$ cat config.mk
export PLATFORM = sky130hd
export DESIGN_NAME = cursor_move_scheduler
export DESIGN_NICKNAME = d
export VERILOG_FILES = /design/src/rtl/cursor_pkg.sv /design/src/rtl/rr_arb2.sv /design/src/rtl/cursor_move_scheduler.sv
export SDC_FILE = /design/constraint.sdc
export NUM_CORES = 1
export LEC_CHECK = 0
export CAP_MARGIN = 30
export CORE_ASPECT_RATIO = 0.9
export CORE_UTILIZATION = 54
export DETAILED_ROUTE_END_ITERATION = 12
export GPL_TIMING_DRIVEN = 1
export PLACE_DENSITY = 0.8
export REMOVE_ABC_BUFFERS = 1
export SETUP_SLACK_MARGIN = 0.5
export SLEW_MARGIN = 20
export SYNTH_ARGS = -nofsm -noshare
export SYNTH_HDL_FRONTEND = slang
export SYNTH_SLANG_ARGS = --single-unit
$ cat constraint.sdc
create_clock -name clk -period 6.09 [get_ports clk]
set_input_delay 1.218 -clock clk [delete_from_list [all_inputs] [get_ports clk]]
set_output_delay 1.218 -clock clk [all_outputs]
set_load 0.05 [all_outputs]
$ cat src/rtl/cursor_pkg.sv
// Shared constants, state encoding and clip helper for the cursor move scheduler.
package cursor_pkg;

   localparam int unsigned HBP      = 144;
   localparam int unsigned HFP      = 784;
   localparam int unsigned VBP      = 31;
   localparam int unsigned VFP      = 511;
   localparam int unsigned XMAX     = HFP - 1;
   localparam int unsigned YMAX     = VFP - 1;
   localparam int unsigned CENTRE_X = (HBP + HFP) / 2;
   localparam int unsigned CENTRE_Y = (VBP + VFP) / 2;

   localparam int unsigned PW = 10;
   localparam int unsigned SW = 5;

   typedef enum logic [1:0] {
      IDLE     = 2'd0,
      PULSE_HI = 2'd1,
      PULSE_LO = 2'd2
   } state_e;

   // Step limited to the distance left before the window edge.
   function automatic logic [SW-1:0] clip_step(input logic [SW-1:0] step,
                                               input logic [PW-1:0] pos,
                                               input logic [PW-1:0] lim);
      logic [PW-1:0] room;
      room = (pos >= lim) ? '0 : (lim - pos);
      clip_step = ({{(PW-SW){1'b0}}, step} < room) ? step : room[SW-1:0];
   endfunction

endpackage

$ cat src/rtl/rr_arb2.sv
// Two-way round-robin arbiter: the requester that did not win last time has priority.
module rr_arb2
   import cursor_pkg::*;
(
   input  logic [1:0] req_i,
   input  logic       last_grant_i,
   output logic [1:0] gnt_o,
   output logic       gnt_idx_o,
   output logic       gnt_vld_o
);

   always_comb begin
      gnt_idx_o = last_grant_i;
      if (req_i[~last_grant_i]) begin
         gnt_idx_o = ~last_grant_i;
      end else if (req_i[last_grant_i]) begin
         gnt_idx_o = last_grant_i;
      end
      gnt_vld_o = |req_i;
      gnt_o     = gnt_vld_o ? (2'b01 << gnt_idx_o) : 2'b00;
   end

endmodule

$ cat src/rtl/cursor_move_scheduler.sv
// Rate-limited round-robin sequencer for cursor steps: clips each granted step to the
// visible window, strobes the position register and tracks a shadow dot position.
module cursor_move_scheduler
   import cursor_pkg::*;
#(
   parameter int unsigned TICK_DIV  = 500000,
   parameter int unsigned PULSE_CYC = 2
) (
   input  logic        clk,
   input  logic        clr_n,
   input  logic        recenter,
   input  logic [1:0]  req_valid,
   input  logic [9:0]  req_dx,
   input  logic [9:0]  req_dy,
   output logic [1:0]  req_ready,
   output logic [4:0]  delta_x,
   output logic [4:0]  delta_y,
   output logic        clk_cursor,
   output logic        prev_clk_cursor,
   output logic [9:0]  pos_x,
   output logic [9:0]  pos_y,
   output logic        busy
);

   localparam int unsigned CW  = (TICK_DIV > 1) ? $clog2(TICK_DIV) : 1;
   localparam int unsigned PCW = (PULSE_CYC > 1) ? $clog2(PULSE_CYC) : 1;

   state_e          state_q, state_d;
   logic [CW-1:0]   div_q, div_d;
   logic [PCW-1:0]  pcnt_q, pcnt_d;
   logic [SW-1:0]   dx_q, dx_d, dy_q, dy_d;
   logic [PW-1:0]   px_q, px_d, py_q, py_d;
   logic            last_q, last_d;
   logic            clk_cur_q, prev_q;

   logic            tick, accept;
   logic [1:0]      gnt;
   logic            gnt_idx, gnt_vld;
   logic [SW-1:0]   sel_dx, sel_dy, clip_dx, clip_dy;

   rr_arb2 u_arb (
      .req_i        (req_valid),
      .last_grant_i (last_q),
      .gnt_o        (gnt),
      .gnt_idx_o    (gnt_idx),
      .gnt_vld_o    (gnt_vld)
   );

   assign sel_dx  = gnt_idx ? req_dx[9:5] : req_dx[4:0];
   assign sel_dy  = gnt_idx ? req_dy[9:5] : req_dy[4:0];
   assign clip_dx = clip_step(sel_dx, px_q, PW'(XMAX));
   assign clip_dy = clip_step(sel_dy, py_q, PW'(YMAX));

   assign tick   = (div_q == CW'(TICK_DIV - 1));
   assign accept = (state_q == IDLE) && tick && gnt_vld && !recenter;

   always_comb begin
      state_d   = state_q;
      pcnt_d    = pcnt_q;
      dx_d      = dx_q;
      dy_d      = dy_q;
      px_d      = px_q;
      py_d      = py_q;
      last_d    = last_q;
      req_ready = 2'b00;
      div_d     = tick ? '0 : div_q + 1'b1;

      unique case (state_q)
         IDLE: begin
            if (accept) begin
               req_ready = gnt;
               dx_d      = clip_dx;
               dy_d      = clip_dy;
               px_d      = px_q + {{(PW-SW){1'b0}}, clip_dx};
               py_d      = py_q + {{(PW-SW){1'b0}}, clip_dy};
               last_d    = gnt_idx;
               pcnt_d    = '0;
               state_d   = PULSE_HI;
            end
         end
         PULSE_HI: begin
            if (pcnt_q == PCW'(PULSE_CYC - 1)) begin
               pcnt_d  = '0;
               state_d = PULSE_LO;
            end else begin
               pcnt_d = pcnt_q + 1'b1;
            end
         end
         PULSE_LO: begin
            if (pcnt_q == PCW'(PULSE_CYC - 1)) begin
               pcnt_d  = '0;
               state_d = IDLE;
            end else begin
               pcnt_d = pcnt_q + 1'b1;
            end
         end
         default: begin
            pcnt_d  = '0;
            state_d = IDLE;
         end
      endcase

      // Re-centring overrides any position update, including an accept.
      if (recenter) begin
         px_d = PW'(CENTRE_X);
         py_d = PW'(CENTRE_Y);
      end
   end

   always_ff @(posedge clk or negedge clr_n) begin
      if (!clr_n) begin
         state_q   <= IDLE;
         div_q     <= '0;
         pcnt_q    <= '0;
         dx_q      <= '0;
         dy_q      <= '0;
         px_q      <= PW'(CENTRE_X);
         py_q      <= PW'(CENTRE_Y);
         last_q    <= 1'b1;
         clk_cur_q <= 1'b0;
         prev_q    <= 1'b0;
      end else begin
         state_q   <= state_d;
         div_q     <= div_d;
         pcnt_q    <= pcnt_d;
         dx_q      <= dx_d;
         dy_q      <= dy_d;
         px_q      <= px_d;
         py_q      <= py_d;
         last_q    <= last_d;
         clk_cur_q <= (state_d == PULSE_HI);
         prev_q    <= clk_cur_q;
      end
   end

   assign delta_x         = dx_q;
   assign delta_y         = dy_q;
   assign pos_x           = px_q;
   assign pos_y           = py_q;
   assign clk_cursor      = clk_cur_q;
   assign prev_clk_cursor = prev_q;
   assign busy            = (state_q != IDLE);

endmodule

Word level (Yosys, flattened, before mapping):

Index checks and enable logic that the tools add are counted.

* word-level logic and storage cells: 66
* output and inout port bits: 35
* register bits: 55
* input bits: 25

* shift-type cells: 1
* add/subtract/negate cells: 6
* multiplexer cells: 26
* $lt $le $gt $ge: 5
* bitwise gates (word level): 1
* eq/ne operators: 5
* reduce and logical (&&, ||, !) cells: 12

Operators with widths (count)
* $mux 10: 8
* $add 10x5->10: 2
* $lt 5x10->1: 2
* $mux 5: 4
* $add 19x1->19 const B: 1
* $eq 19x19->1 const B: 1
* $mux 19: 1
* $mux 2: 6
* $ge 10x10->1 const B: 1
* $ge 10x9->1 const B: 1
* $sub 10x10->10 const A: 1
* $sub 9x10->10 const A: 1
* $pmux 2 s3: 1
* $reduce_bool 2->1: 3
* $mux 1: 5
* $eq 2x1->1 const B: 2
* $reduce_and 2->1: 2
* $reduce_or 2->1: 2
* $logic_and 1x1->1: 3
* $eq 2x2->1 const B: 1
* $logic_not 2->1: 1
* $lt 1x2->1 const B: 1
* $ne 2x2->1 const B: 1
* $pmux 1 s2: 1
* other kinds (4): 4

Longest topological paths before layout:

* depth in word-level cells: 11
* gate-level depth with buffers: 21
* gate-level depth less buffers: 21

By module:

Synthesis repeated with hierarchy kept, for this count alone.

* cell total of the unflattened synthesis: 383
* area, all modules: 3624.7 um^2

By module, submodules not included
* cursor_move_scheduler: sequential area each 1388.8 um^2, instances 1, cells each 377, area each 3589.7 um^2
* rr_arb2: sequential area each 0.0 um^2, instances 1, cells each 6, area each 35.0 um^2

Worst setup path before layout:

Ideal clock, no wire load.

* path type: input-to-reg
* from: input req_valid[1]
* to: register py_q[8], in the netlist pos_y[8]
* stages on the path: 21
* required time: 6.025 ns
* buffers on the path: 1
* setup slack: 1.028 ns
* data arrival time: 4.997 ns
* setup time: 0.065 ns
* cells stage by stage: or2_1 > buf_2 > nand2_4 > mux2i_1 > inv_1 > ha_1 > a21o_1 > a21oi_1 > nor3b_1 > a31o_2 > nor2_2 > mux2i_1 > ha_1 > inv_1 > fa_1 > nor2b_1 > o21ai_0 > a21boi_0 > o21ai_0 > or3_1 > nand3b_1

* longest elaborated chain between the ends: 10
* elaborated cells between the ends (all ways): 15
* those cells by class: add/sub (1); order compare (1); mux (8); reduce/logical (5)

RTL lines
* start, declared: RTL line cursor_move_scheduler.sv:12 `input logic [1:0] req_valid,`
* $mux 1 (not written as such) (*) (2 in series): RTL line rr_arb2.sv:14 `if (req_i[~last_grant_i]) begin`
* $mux 1 (*): RTL line rr_arb2.sv:14
* $mux 5 (*): RTL line cursor_move_scheduler.sv:50 `assign sel_dy = gnt_idx ? req_dy[9:5] : req_dy[4:0];`
* $lt 5x10->1: RTL line cursor_pkg.sv:28 `clip_step = ({{(PW-SW){1'b0}}, step} < room) ? step : room[SW-1:0];`
* $mux 5 (*): RTL line cursor_pkg.sv:28
* net clip_dy[0]: RTL line cursor_move_scheduler.sv:39 `logic [SW-1:0] sel_dx, sel_dy, clip_dx, clip_dy;`
* $add 10x5->10 (*): RTL line cursor_move_scheduler.sv:75 `py_d = py_q + {{(PW-SW){1'b0}}, clip_dy};`
* $mux 10 (*): RTL line cursor_move_scheduler.sv:70 `if (accept) begin`
* $mux 10 (*): RTL line cursor_move_scheduler.sv:68 `unique case (state_q)`
* $mux 10 (*): RTL line cursor_move_scheduler.sv:104 `if (recenter) begin`
* end signal, assigned: RTL line cursor_move_scheduler.sv:118 `py_q <= PW'(CENTRE_Y);`
* end signal, assigned: RTL line cursor_move_scheduler.sv:129 `py_q <= py_d;`
* end, declared: RTL line cursor_move_scheduler.sv:32 `logic [PW-1:0] px_q, px_d, py_q, py_d;`

Mark *: on every way through the listed nets, which the timed path passes. The rest lies on a longest branch. The select of a mux whose other input is x is not followed.
A chain may end at the register's enable or synchronous reset.

Worst setup path in the final report:

* from: input req_valid[1]
* to: register px_q[8], in the netlist pos_x[8]

* longest elaborated chain between the ends: 10
* elaborated cells between the ends (all ways): 15
* those cells by class: add/sub (1); order compare (1); mux (8); reduce/logical (5)

RTL lines
* $mux 1 (not written as such) (*) (2 in series): RTL line rr_arb2.sv:14
* $mux 1 (*): RTL line rr_arb2.sv:14
* $mux 5 (*): RTL line cursor_move_scheduler.sv:49 `assign sel_dx = gnt_idx ? req_dx[9:5] : req_dx[4:0];`
* $lt 5x10->1: RTL line cursor_pkg.sv:28
* $mux 5 (*): RTL line cursor_pkg.sv:28
* net clip_dx[0]: RTL line cursor_move_scheduler.sv:39
* $add 10x5->10 (*): RTL line cursor_move_scheduler.sv:74 `px_d = px_q + {{(PW-SW){1'b0}}, clip_dx};`
* $mux 10 (*): RTL line cursor_move_scheduler.sv:70
* $mux 10 (*): RTL line cursor_move_scheduler.sv:68
* $mux 10 (*): RTL line cursor_move_scheduler.sv:104
* end signal, assigned: RTL line cursor_move_scheduler.sv:117 `px_q <= PW'(CENTRE_X);`
* end signal, assigned: RTL line cursor_move_scheduler.sv:128 `px_q <= px_d;`
* end, declared: RTL line cursor_move_scheduler.sv:32

Marks and branches as above.

==> summary.md <==
| Metric | Value |
|---|---|
| Starting DRT DRC Count | `about 190` |
| Vias in the first global route | `roughly 3200` |
| Fin crit share | `approximately 88%` |
| Worst path depth | `21` |
| Proportion of layout cells with a drive suffix above 1 | `under 10%` |
| CTS tree | `yes` |
| Final Skew | `6.91 ps` |
| Worst min path class | `flip-flop to flip-flop` |
| Max Freq | `about 190 MHz` |
| Count of flip-flops with a built-in enable after synthesis | `0` |
| Row count | `28` |
| Final Net Count | `around 530` |
| Hold depth | `0` |
| Synth warn | `0` |
| Hold Vio Cnt, Final | `0` |
| Grt total ovfl | `0` |
| CTS Buffer Depth | `2` |
| Final worst path period need | `between 5000 and 6000 ps` |
| Post-synth top area share | `30.0%` |
| # port buffers | `59` |
| Mean post-synth cell area | `a little over 9 sq um` |
| Wire length of the first global-routing pass | `~15000 um` |
| Effective utilization at floorplan | `between 50% and 60%` |
| Final Max Tran Viols | `0` |
| Core Box Area | `roughly 6700 sq um` |
| Die H | `between 80 and 90 um` |
| Post-detail-place hpwl | `around 6400 um` |
| Final instance area | `approximately 4600 sq um` |
| Status | `finished, final reports clean` |
| FF-to-FF setup slack | `1000 ps` |
| R2R cell count | `21` |
| Final ANT Viol Nets | `0` |
| Post-Syn Instances | `between 400 and 500` |
| Post-DP Area | `approximately 4400 sq um` |
| Clock buffer count from CTS | `5` |
| Pin count of the biggest net entering global routing | `56` |
| Area leader, netlist | `dfrtp_1` |
| CTS root buf | `clkbuf_8` |
| Crit-path max FO | `7` |
| CP Buf/Inv Count | `4` |
| Fin Setup TNS | `0 ps` |
| DR WL/cell | `between 15 and 20 um` |
| Worst-Margin Slew | `around 840 ps` |
| CP Data Arrival Time | `approximately 5600 ps` |
| #FFs+latches synth | `55` |
| Drt total wl | `about 8600 um` |
| Vias | `approximately 3300` |
| Netlist cell types | `between 50 and 60` |
| Hold WS | `391 ps` |
| Cell Chain, Critical Path | `clkdlybuf4s50_1 > or2_1 > nand2_4 > buf_4 > mux2i_1 > inv_1 > ha_1 > a21o_1 > a21o_1 > a221oi_1 > buf_4 > nor2_1 > mux2i_1 > ha_1 > fa_1 > a21o_1 > a21oi_2 > nor2b_1 > o211a_1 > a311oi_1 > a41oi_1` |
| Antenna cell count | `0` |
| Final setup fails | `0` |
| Ys flop type | `dfrtp_1` |
| Die width | `between 80 and 90 um` |
| Clk slew on worst S/H paths | `~110 ps` |
| Boundary Pins | `60` |
| Crit path max-delay family | `compound AO/OA/AOI/OAI gates` |
| Slew HR | `43.6%` |
| Most area-consuming cells after synthesis | `dfrtp_1, ha_1, dfstp_2` |
| Max incr delay on CP | `between 400 and 500 ps` |
| Slowest stage cell on the critical path | `clkdlybuf4s50_1` |
| Leak Pwr | `between 2 and 2.5 nW` |
| H-Tree Depth | `2` |
| Final worst slack | `around 740 ps` |
| Tot GR Track Use | `25.2%` |
| Sinks on Clock Net | `55` |
| Hold Buf Count CTS | `0` |
| DP Worst Slack | `150 ps` |
| Worst-Skew Late Latency | `approximately 320 ps` |
| Seq/Total Area, Yosys | `a little under two fifths` |
| Drt pass-1 iters | `4` |
| Gpl congestion | `approximately 0.84` |
| DRC errors left | `0` |
| Critical Path Sink Type | `flip-flop` |
| Setup Crit Path Kind | `input pin to flip-flop` |
| Initial antenna violation count | `0` |
| PwrDens | `~150 nW/um^2` |
| Max IR drop VDD | `between 90 and 100 uV` |
| Vias per inst | `5.76` |
| Max cap viols | `0` |
| RSZ-0062 raised after global routing | `true` |
| CP required | `approximately 6300 ps` |
| Final Util | `69.0%` |
| Synthesized area | `between 3000 and 4000 sq um` |
| Area Overhead vs Synth | `22.2%` |
| CP startpoint kind | `input pin` |
| FFs w/ async S/R, synth | `100%` |
| Most common cell on crit path | `a21o_1` |
| Die area | `roughly 7300 sq um` |
## flip-flops by register name, summed over array words and instances, names as in the netlist
name / cells
pos_y: 10
prev_clk_cursor: 1
delta_y: 5
delta_x: 5
pos_x: 10
pcnt_q: 1
state_q: 2
last_q: 1
clk_cursor: 1
div_q: 19
## metal layers
metal  wire length (um)  vias up  GRT usage, %
met1               4090     1591          33.5
li1                   -     1604             -
met3                360        5          3.75
met5                  0        -             0
met4                 50        0          5.48
met2               4120       57          44.5
## per-stage QoR
stage	std cells	total power, mW
2_1_floorplan	401	0.410
3_3_place_gp	553	0.443
3_5_place_dp	553	0.445
4_1_cts	561	0.677
5_1_grt	565	0.700
6_report	565	0.673
## cells in the mapped netlist (10+ instances only)
master / count
ha_1: 26
nor2_1: 41
xnor2_1: 15
mux2i_1: 14
nand3_1: 21
or4_1: 10
nand2_1: 41
dfstp_2: 10
xor2_1: 14
o21ai_0: 21
dfrtp_1: 45
inv_1: 18
a21oi_1: 19
## kinds of logic after synthesis
| family | synth area share (%) |
|---|---|
| and+or+nand+nor | 24.9 |
| AOI/OAI and AO/OA | 14.3 |
| DFF | 37.0 |
| xor gates and xnor gates | 6.76 |
| buffers and inverters | 3.00 |
| adders and majority gates | 9.72 |
| muxes | 4.33 |
## layout by cell type, fill, tap and decap left out, types with 8 or more instances in the layout
| master | synthesis | layout |
|---|---|---|
| xnor2_1 | 15 | 15 |
| inv_1 | 18 | 18 |
| nand2_1 | 41 | 41 |
| o21ai_0 | 21 | 21 |
| ha_1 | 26 | 26 |
| xor2_1 | 14 | 14 |
| nor2_1 | 41 | 41 |
| or4_1 | 10 | 10 |
| nand3_1 | 21 | 21 |
| clkdlybuf4s50_1 | 0 | 58 |
| dfrtp_1 | 45 | 45 |
| dfstp_2 | 10 | 10 |
| a21oi_1 | 19 | 18 |
| mux2i_1 | 14 | 13 |
| a21o_1 | 8 | 8 |
| nor2b_1 | 8 | 8 |
## cell type report
| class | count | area, sq um |
|---|---|---|
| clock buffer | 5 | 68.8 |
| multi-input combinational | 328 | 2280 |
| timing repair buffer | 66 | 642 |
| fill | 548 | 2070 |
| inverter | 18 | 67.6 |
| clock inverter | 3 | 33.8 |
| sequential | 55 | 1390 |
| tap | 90 | 113 |
## power breakdown
part	switching [mW]	internal (mW)
Clock	0.142	0.0878
Sequential	0.000000000000000335	0.365
Combinational	0.0413	0.0363
Total	0.183	0.490
## path summary, 6_finish.rpt
| path | endpoint | start |
|---|---|---|
| worst min-delay path | prev_clk_cursor | clk_cursor |
| worst max register to register | pos_y[8] | pos_y[0] |
| min in group asynchronous | div_q[7] | clr_n |
| worst min register to register | prev_clk_cursor | clk_cursor |
| worst max-delay path | pos_x[8] | req_valid[1] |
| max in group asynchronous | pos_y[5] | clr_n |
## timing repair
| item | CTS | global route |
|---|---|---|
| gates resized for setup | 1 | 4 |
| setup endpoints to repair | 1 | 3 |
| buffers inserted | 0 | 3 |
| gates cloned | 0 | 0 |
| pin swaps | 0 | 2 |
No activity file was read; power rests on OpenSTA's default activity.
